File: src/rtl/fc_pkg.sv
`default_nettype none
// ============================================================================
// Module   : fc_pkg
// Purpose  : Shared flow-control types, FSM encoding and modulo credit helpers.
// Revision : 1.0 - initial release
// ============================================================================
package fc_pkg;

    localparam int FC_HDR_W = 8;
    localparam int FC_DAT_W = 12;

    typedef logic [FC_HDR_W-1:0] fc_hdr_t;
    typedef logic [FC_DAT_W-1:0] fc_dat_t;

    typedef enum logic [0:0] {
        IDLE = 1'b0,
        REQ  = 1'b1
    } upd_state_t;

    // Half of the modulo space: a gap at or above this means the peer overran us.
    function automatic logic [31:0] fc_half(input int unsigned w);
        return 32'd1 << (w - 1);
    endfunction

    function automatic logic [31:0] fc_gap(input logic [31:0] a,
                                           input logic [31:0] b,
                                           input int unsigned w);
        logic [31:0] mask;
        mask = (32'd1 << w) - 32'd1;
        return (a - b) & mask;
    endfunction

endpackage
`default_nettype wire

File: src/rtl/rx_fc_credit_ctrl_if.sv
`default_nettype none
// ============================================================================
// Module   : rx_fc_credit_ctrl_if
// Purpose  : Receive/free/UpdateFC signal bundle of the RX credit manager.
// Revision : 1.0 - initial release
// ============================================================================
interface rx_fc_credit_ctrl_if
    import fc_pkg::*;
#(
    parameter int HDR_W = FC_HDR_W,
    parameter int DAT_W = FC_DAT_W
) ();

    logic             tlp_rx_valid;
    logic [DAT_W-1:0] tlp_rx_dcred;
    logic             buf_free_valid;
    logic [DAT_W-1:0] buf_free_dcred;
    logic             updfc_req;
    logic [HDR_W-1:0] updfc_hdr;
    logic [DAT_W-1:0] updfc_dat;
    logic             updfc_ack;
    logic [HDR_W-1:0] ca_hdr;
    logic [DAT_W-1:0] ca_dat;
    logic             overflow_err;
    logic [DAT_W-1:0] credits_avail_dat;

    modport master (
        output tlp_rx_valid, tlp_rx_dcred, buf_free_valid, buf_free_dcred, updfc_ack,
        input  updfc_req, updfc_hdr, updfc_dat, ca_hdr, ca_dat, overflow_err,
               credits_avail_dat
    );

    modport slave (
        input  tlp_rx_valid, tlp_rx_dcred, buf_free_valid, buf_free_dcred, updfc_ack,
        output updfc_req, updfc_hdr, updfc_dat, ca_hdr, ca_dat, overflow_err,
               credits_avail_dat
    );

endinterface
`default_nettype wire

File: src/rtl/fc_updfc_sched.sv
`default_nettype none
// ============================================================================
// Module   : fc_updfc_sched
// Purpose  : Accumulates freed credits and schedules UpdateFC requests.
// Revision : 1.0 - initial release
// ============================================================================
module fc_updfc_sched
    import fc_pkg::*;
#(
    parameter int HDR_W       = FC_HDR_W,
    parameter int DAT_W       = FC_DAT_W,
    parameter int HDR_INIT    = 32,
    parameter int UPD_THRESH  = 8,
    parameter int UPD_TIMEOUT = 1024
) (
    input  logic             clk,
    input  logic             rst_n,
    input  logic             free_valid,
    input  logic [DAT_W-1:0] free_dcred,
    input  logic [HDR_W-1:0] ca_hdr_nxt,
    input  logic [DAT_W-1:0] ca_dat_nxt,
    input  logic             ack,
    output logic             req,
    output logic [HDR_W-1:0] upd_hdr,
    output logic [DAT_W-1:0] upd_dat
);

    localparam int               TMR_W    = $clog2(UPD_TIMEOUT + 1);
    localparam logic [TMR_W-1:0] TMR_MAX  = TMR_W'(UPD_TIMEOUT);
    localparam logic [HDR_W-1:0] HDR_TRIG = HDR_W'(HDR_INIT / 2);
    localparam logic [DAT_W-1:0] DAT_TRIG = DAT_W'(UPD_THRESH);

    upd_state_t       r_state, w_state_nxt;
    logic [HDR_W-1:0] r_pend_hdr, w_pend_hdr_nxt;
    logic [DAT_W-1:0] r_pend_dat, w_pend_dat_nxt;
    logic [HDR_W-1:0] r_upd_hdr, w_upd_hdr_nxt;
    logic [DAT_W-1:0] r_upd_dat, w_upd_dat_nxt;
    logic [TMR_W-1:0] r_timer, w_timer_nxt;
    logic             w_pend_any;
    logic             w_fire;

    assign w_pend_any = (r_pend_hdr != '0) || (r_pend_dat != '0);
    assign w_fire     = w_pend_any && ((r_pend_dat >= DAT_TRIG) ||
                                       (r_pend_hdr >= HDR_TRIG) ||
                                       (r_timer == TMR_MAX));

    always_comb begin
        w_state_nxt    = r_state;
        w_pend_hdr_nxt = r_pend_hdr + {{(HDR_W-1){1'b0}}, free_valid};
        w_pend_dat_nxt = r_pend_dat + (free_valid ? free_dcred : '0);
        w_upd_hdr_nxt  = r_upd_hdr;
        w_upd_dat_nxt  = r_upd_dat;
        w_timer_nxt    = r_timer;
        case (r_state)
            IDLE: begin
                if (w_fire) begin
                    // A free in this same cycle is already folded into ca_*_nxt.
                    w_state_nxt    = REQ;
                    w_pend_hdr_nxt = '0;
                    w_pend_dat_nxt = '0;
                    w_timer_nxt    = '0;
                    w_upd_hdr_nxt  = ca_hdr_nxt;
                    w_upd_dat_nxt  = ca_dat_nxt;
                end else if (w_pend_any && (r_timer != TMR_MAX)) begin
                    w_timer_nxt = r_timer + TMR_W'(1);
                end
            end
            REQ: begin
                if (ack) begin
                    w_state_nxt = IDLE;
                end
            end
            default: w_state_nxt = IDLE;
        endcase
    end

    always_ff @(posedge clk or negedge rst_n) begin
        if (!rst_n) begin
            r_state    <= IDLE;
            r_pend_hdr <= '0;
            r_pend_dat <= '0;
            r_upd_hdr  <= '0;
            r_upd_dat  <= '0;
            r_timer    <= '0;
        end else begin
            r_state    <= w_state_nxt;
            r_pend_hdr <= w_pend_hdr_nxt;
            r_pend_dat <= w_pend_dat_nxt;
            r_upd_hdr  <= w_upd_hdr_nxt;
            r_upd_dat  <= w_upd_dat_nxt;
            r_timer    <= w_timer_nxt;
        end
    end

    assign req     = (r_state == REQ);
    assign upd_hdr = r_upd_hdr;
    assign upd_dat = r_upd_dat;

endmodule
`default_nettype wire

File: src/rtl/rx_fc_credit_ctrl.sv
`default_nettype none
// ============================================================================
// Module   : rx_fc_credit_ctrl
// Purpose  : Receiver CA/CR credit tracking, overflow detection and UpdateFC.
// Revision : 1.0 - initial release
// ============================================================================
module rx_fc_credit_ctrl
    import fc_pkg::*;
#(
    parameter int HDR_W       = FC_HDR_W,
    parameter int DAT_W       = FC_DAT_W,
    parameter int HDR_INIT    = 32,
    parameter int DAT_INIT    = 256,
    parameter int UPD_THRESH  = 8,
    parameter int UPD_TIMEOUT = 1024
) (
    input  logic                clk,
    input  logic                rst_n,
    rx_fc_credit_ctrl_if.slave  bus
);

    logic [HDR_W-1:0] r_ca_hdr, r_cr_hdr, w_ca_hdr_nxt, w_cr_hdr_nxt;
    logic [DAT_W-1:0] r_ca_dat, r_cr_dat, w_ca_dat_nxt, w_cr_dat_nxt;
    logic             r_ovf, w_ovf_nxt;

    always_comb begin
        w_cr_hdr_nxt = r_cr_hdr + {{(HDR_W-1){1'b0}}, bus.tlp_rx_valid};
        w_cr_dat_nxt = r_cr_dat + (bus.tlp_rx_valid ? bus.tlp_rx_dcred : '0);
        w_ca_hdr_nxt = r_ca_hdr + {{(HDR_W-1){1'b0}}, bus.buf_free_valid};
        w_ca_dat_nxt = r_ca_dat + (bus.buf_free_valid ? bus.buf_free_dcred : '0);
        // Judged on the values being written this edge so the flag lands with CR.
        w_ovf_nxt = r_ovf ||
            (fc_gap(32'(w_ca_hdr_nxt), 32'(w_cr_hdr_nxt), HDR_W) >= fc_half(HDR_W)) ||
            (fc_gap(32'(w_ca_dat_nxt), 32'(w_cr_dat_nxt), DAT_W) >= fc_half(DAT_W));
    end

    always_ff @(posedge clk or negedge rst_n) begin
        if (!rst_n) begin
            r_ca_hdr <= HDR_W'(HDR_INIT);
            r_ca_dat <= DAT_W'(DAT_INIT);
            r_cr_hdr <= '0;
            r_cr_dat <= '0;
            r_ovf    <= 1'b0;
        end else begin
            r_ca_hdr <= w_ca_hdr_nxt;
            r_ca_dat <= w_ca_dat_nxt;
            r_cr_hdr <= w_cr_hdr_nxt;
            r_cr_dat <= w_cr_dat_nxt;
            r_ovf    <= w_ovf_nxt;
        end
    end

    fc_updfc_sched #(
        .HDR_W       (HDR_W),
        .DAT_W       (DAT_W),
        .HDR_INIT    (HDR_INIT),
        .UPD_THRESH  (UPD_THRESH),
        .UPD_TIMEOUT (UPD_TIMEOUT)
    ) u_sched (
        .clk        (clk),
        .rst_n      (rst_n),
        .free_valid (bus.buf_free_valid),
        .free_dcred (bus.buf_free_dcred),
        .ca_hdr_nxt (w_ca_hdr_nxt),
        .ca_dat_nxt (w_ca_dat_nxt),
        .ack        (bus.updfc_ack),
        .req        (bus.updfc_req),
        .upd_hdr    (bus.updfc_hdr),
        .upd_dat    (bus.updfc_dat)
    );

    assign bus.ca_hdr            = r_ca_hdr;
    assign bus.ca_dat            = r_ca_dat;
    assign bus.overflow_err      = r_ovf;
    assign bus.credits_avail_dat = DAT_W'(fc_gap(32'(r_ca_dat), 32'(r_cr_dat), DAT_W));

endmodule
`default_nettype wire
File: src/flat_wrapper.sv
// flat-port wrapper written by rule: the top's interface ports become plain ports
module rx_fc_credit_ctrl_flat import fc_pkg::*;
#(
    parameter int HDR_W       = FC_HDR_W,
    parameter int DAT_W       = FC_DAT_W,
    parameter int HDR_INIT    = 32,
    parameter int DAT_INIT    = 256,
    parameter int UPD_THRESH  = 8,
    parameter int UPD_TIMEOUT = 1024
)
  (clk, rst_n, bus_tlp_rx_valid, bus_tlp_rx_dcred, bus_buf_free_valid, bus_buf_free_dcred, bus_updfc_ack, bus_updfc_req, bus_updfc_hdr, bus_updfc_dat, bus_ca_hdr, bus_ca_dat, bus_overflow_err, bus_credits_avail_dat);
  rx_fc_credit_ctrl_if #(.HDR_W(HDR_W), .DAT_W(DAT_W)) bus_i ();
  input  logic clk;
  input  logic rst_n;
  input wire logic [$bits(bus_i.tlp_rx_valid)-1:0] bus_tlp_rx_valid;
  input wire logic [$bits(bus_i.tlp_rx_dcred)-1:0] bus_tlp_rx_dcred;
  input wire logic [$bits(bus_i.buf_free_valid)-1:0] bus_buf_free_valid;
  input wire logic [$bits(bus_i.buf_free_dcred)-1:0] bus_buf_free_dcred;
  input wire logic [$bits(bus_i.updfc_ack)-1:0] bus_updfc_ack;
  output wire logic [$bits(bus_i.updfc_req)-1:0] bus_updfc_req;
  output wire logic [$bits(bus_i.updfc_hdr)-1:0] bus_updfc_hdr;
  output wire logic [$bits(bus_i.updfc_dat)-1:0] bus_updfc_dat;
  output wire logic [$bits(bus_i.ca_hdr)-1:0] bus_ca_hdr;
  output wire logic [$bits(bus_i.ca_dat)-1:0] bus_ca_dat;
  output wire logic [$bits(bus_i.overflow_err)-1:0] bus_overflow_err;
  output wire logic [$bits(bus_i.credits_avail_dat)-1:0] bus_credits_avail_dat;
  assign bus_i.tlp_rx_valid = bus_tlp_rx_valid;
  assign bus_i.tlp_rx_dcred = bus_tlp_rx_dcred;
  assign bus_i.buf_free_valid = bus_buf_free_valid;
  assign bus_i.buf_free_dcred = bus_buf_free_dcred;
  assign bus_i.updfc_ack = bus_updfc_ack;
  assign bus_updfc_req = bus_i.updfc_req;
  assign bus_updfc_hdr = bus_i.updfc_hdr;
  assign bus_updfc_dat = bus_i.updfc_dat;
  assign bus_ca_hdr = bus_i.ca_hdr;
  assign bus_ca_dat = bus_i.ca_dat;
  assign bus_overflow_err = bus_i.overflow_err;
  assign bus_credits_avail_dat = bus_i.credits_avail_dat;
  rx_fc_credit_ctrl #(.HDR_W(HDR_W), .DAT_W(DAT_W), .HDR_INIT(HDR_INIT), .DAT_INIT(DAT_INIT), .UPD_THRESH(UPD_THRESH), .UPD_TIMEOUT(UPD_TIMEOUT)) u_core (.clk(clk), .rst_n(rst_n), .bus(bus_i));
endmodule
File: config.mk
export PLATFORM = sky130hd
export DESIGN_NAME = rx_fc_credit_ctrl_flat
export DESIGN_NICKNAME = d
export VERILOG_FILES = /design/src/rtl/fc_pkg.sv /design/src/rtl/rx_fc_credit_ctrl_if.sv /design/src/rtl/fc_updfc_sched.sv /design/src/rtl/rx_fc_credit_ctrl.sv /design/src/flat_wrapper.sv
export SDC_FILE = /design/constraint.sdc
export NUM_CORES = 1
export LEC_CHECK = 0
export CORE_UTILIZATION = 51
export CTS_CLUSTER_SIZE = 16
export DETAILED_ROUTE_END_ITERATION = 7
export DONT_BUFFER_PORTS = 1
export PLACE_DENSITY = 0.7
export SLEW_MARGIN = 10
export SYNTH_ARGS = -nofsm -noshare
export SYNTH_HDL_FRONTEND = slang
export SYNTH_SLANG_ARGS = --single-unit
File: constraint.sdc
create_clock -name clk -period 4.75 [get_ports clk]
set_input_delay 0.7125 -clock clk [delete_from_list [all_inputs] [get_ports clk]]
set_output_delay 0.7125 -clock clk [all_outputs]
set_load 0.01 [all_outputs]
==> results.txt, run 1 <==
The number of failing setup endpoints in the final timing report came out at 0. The critical path is of the flop to flop type. The minimum setup slack in the final design is 658 ps. The number of nets with antenna violations after detailed routing is 0. The horizontal extent of the die came out at 112 um. The maximum clock insertion buffer count is 2. The post-layout instance count excluding filler cells came out at 802. The design draws 0.00491 W.

The final weighted congestion in routability-driven placement is 0.892. The power share of the sequential group is 31.2%. The highest net fanout along the worst path came out at 6. The setup total negative slack came out at 0 ps. The most common cell after layout, fill and taps aside is dfrtp_1. The number of nets in the synthesized netlist is 752. The count of pins on the block boundary is 83.

The number of hold buffers added after cts came out at 0. The actual transition at the worst max-transition pin came out at 734 ps. After synthesis, flip-flops and latches occupy 37.7% of the total area. Dividing the synthesized area by the synthesized cell count gives 9.35 um^2. The synthesized design devotes to its leading area cell type 36.8% of total area. The wire length of the first global-routing pass is 22.3 mm. Port buffering added 0 buffers. The switching power came out at 0.00219 W. The mapped netlist covers 0.00618 mm^2.

The synthesized design spends more area on one cell type than any other, namely dfrtp_1. The tree is rooted in a clkbuf_16. The total number of vias came out at 4575.

The number of gates resized after CTS was 0. The number of buffers added for setup after CTS came out at 0. The post-CTS clock slew at the launch and capture registers of the worst setup and hold paths is 70 ps.

The CTS sink count is 93. The worst setup slack before clock tree synthesis is 389 ps. The final reports fail on DRC. Setup repair after global routing left no endpoint under its margin.

Counting the buffers created by CTS gives 9. TritonCTS built the clock tree. Data arrives at the worst endpoint at 4330 ps. In this run, synthesis produced a sequential element count of 93. The CTS H-tree depth is 3. The maximum clock skew at final layout is 9.12 ps. The area of the core region is 0.0116 mm^2. Measured against its own limit, the worst slew margin works out to 49.8%. For this run, design rule violations remaining after detail routing come to 1. For this run, the leading register cell type out of synthesis is dfrtp_1. The final hold violation count came out at 0. The floorplan die area is 0.0126 mm^2. In this run switching power makes up 44.6% of total power. Across the run, the number of max-cap violations was 0. The mean number of vias per cell is 5.70. Counting every instance in the synthesized netlist gives 661. Sorting the synthesized cells by area gives the leading types as dfrtp_1, ha_1, xnor2_1.

The detailed router finished its first iteration with 292 violations. The total wire length after detailed routing is 13.2 mm. The worst setup path is captured at a flop. Fill cells in the final layout number 1015. The leakage power figure is 3.10 nW. The internal portion of the total power is 0.00272 W. Counting I/O delays and the setup requirement, the final critical path takes 4090 ps.

The half-perimeter wire length after placement is 9.97 mm. For this configuration, the core starts out at a cell density of 53.2%. The sum of overflow across all layers after global routing came out at 0. The vertical die dimension is 112 um.

The fraction of registers with async set or reset after synthesis came out at 100%. The class of the tightest hold or removal check is input pin to asynchronous set/reset pin. The logic gate share of total power came out at 53.7%. In this run, synthesis inferred 0 flip-flops with an integrated enable.

The routed length per instance is 16.5 um. For the worst setup path, the data required time is 4990 ps. The max-slew violation count is 0. The final layout contains 744 nets.

The first detailed-routing pass took 6 iterations. The count of standard-cell rows is 39. The utilization after layout is 56.9%. The combined global-route utilization of all metal layers is 22.6%. The top cell types in the final layout, fill and taps aside, are dfrtp_1, ha_1, nor2_1.

The layout-stage area growth over the synthesis result is 6.84%. The element type at the critical path start is a flop. Per report_power, the clock group accounts for 15.1% of the total. The clock reaches the later pin of the worst-skew pair after 350 ps.

The worst-case IR drop observed on VDD is 0.000401 V. The synthesized netlist contains 63 unique library cells. The highest achievable clock rate came out at 244 MHz. The largest net degree at the start of global routing came out at 94.

The cell area power density is 744 mW/mm^2. The count of placed standard cells including taps came out at 785. Cells with a size suffix above 1 make up 5.78% of the layout. Of the available clock period, the critical path in the final layout requires 86.1%. The number of warning messages in the yosys log came out at 0.

The flow ran to the end, but the final reports show violations. The initial antenna violation count came to 1. The number of global-route vias before repair came out at 4592.
## worst max-delay path, stage by stage (launching register included)
cell	delay, ps
dfrtp_1	530
xnor2_1	250
ha_1	280
a21oi_2	90
nor4_1	520
a21oi_1	130
o21ai_1	140
a221o_1	220
maj3_2	220
a21oi_1	80
xnor2_1	260
ha_1	310
a21oi_1	170
nor2b_1	70
o21ai_0	160
nand4b_1	130
xnor2_1	200
xnor2_1	150
nand2_1	70
## Yosys cell counts, types with 3 or more instances
master     count
nor4_1         8
ha_1          60
nand2b_1       5
nor3_1         9
nand4_1        3
and2_1        22
nand2_1       46
nor2b_1       14
mux2_1        15
a21boi_1       3
o21bai_1       4
a21oi_1       30
o31ai_1        4
clkbuf_1      17
a31oi_1        7
xor2_1        22
inv_1         44
o21ai_1       13
a21o_1        12
buf_2          3
and3_1         8
or2_2          4
mux2_2         5
o21a_1        14
nor2_1        57
xnor2_1       50
nand3_1       16
dfrtp_1       91
a2111oi_0      4
a211oi_1       3
o21ai_0       27
## metal layers
metal	share of wire, %	GRT usage (%)	vias up
met5	0	0	-
met4	2.0	9.24	0
met3	4.7	5.56	17
met2	47	36.0	95
met1	47	29.8	2185
li1	-	-	2278
## power by group through the flow
stage               logic [W]  registers [W]  clock network [W]
detailed placement    0.00262        0.00155                  0
finish                0.00264        0.00153           0.000742
global placement      0.00254        0.00154                  0
global route          0.00296        0.00158           0.000795
CTS                   0.00265        0.00154           0.000758
floorplan             0.00216        0.00141                  0
## cells by family after synthesis
family                   after synthesis  synth area share [%]
AO/OA/AOI/OAI                        145                  15.4
XOR/XNOR                              72                  10.2
adder cells (fa/ha/maj)               63                  13.0
buffers and inverters                 67                  4.25
flip-flops                            93                  37.7
multiplexers                          21                  3.81
AND/OR/NAND/NOR                      200                  15.7
## final timing paths
path	end	slack, ps	from	cells after the start
worst max-delay path	u_core.bus.overflow_err	660	u_core.bus.ca_dat[1]	18
worst min-delay path	u_core.u_sched.r_timer[0]	50	rst_n	0
worst max register to register	u_core.bus.overflow_err	660	u_core.bus.ca_dat[1]	18
worst min register to register	u_core.r_cr_hdr[7]	480	u_core.r_cr_hdr[7]	1
max in group asynchronous	u_core.bus.ca_dat[8]	4470	rst_n	0
min in group clk	u_core.r_cr_hdr[7]	480	u_core.r_cr_hdr[7]	1
## state kept, by name, indices dropped and copies added, names as in the netlist
register                   flops
u_core.bus.ca_dat             12
u_core.bus.ca_hdr              8
u_core.bus.overflow_err        1
u_core.r_cr_dat               12
u_core.r_cr_hdr                8
u_core.u_sched.r_pend_dat     12
u_core.u_sched.r_pend_hdr      8
u_core.u_sched.r_timer        11
u_core.u_sched.req             1
u_core.u_sched.upd_dat        12
u_core.u_sched.upd_hdr         8
## per-stage QoR
stage	hold WS (ps)	cell area, um^2
5_1_grt	31.9	6600
3_3_place_gp	419	6290
4_1_cts	43.0	6600
3_5_place_dp	419	6290
2_1_floorplan	417	6180
6_report	54.8	6600
## layout make-up
cell class | count | area (um^2) | area share (%)
Antenna cell | 1 | 2.50 | 0.0379
Clock buffer | 11 | 253 | 3.83
Clock inverter | 5 | 56.3 | 0.853
Inverter | 46 | 173 | 2.62
Multi-Input combinational cell | 501 | 3590 | 54.4
Sequential cell | 93 | 2330 | 35.3
Tap cell | 143 | 179 | 2.71
Timing Repair Buffer | 2 | 15.0 | 0.227
Note: power is estimated with default switching activity, not from simulation.
==> run 2, diff against run 1 <==
--- a/config.mk
+++ b/config.mk
@@ -5,6 +5,7 @@
 export SDC_FILE = /design/constraint.sdc
 export NUM_CORES = 1
 export LEC_CHECK = 0
+export CORE_MARGIN = 1
 export CORE_UTILIZATION = 51
 export CTS_CLUSTER_SIZE = 16
 export DETAILED_ROUTE_END_ITERATION = 7
==> results of run 2 <==
Same layout as run 1: the final DEF is identical, and so are final timing and power.
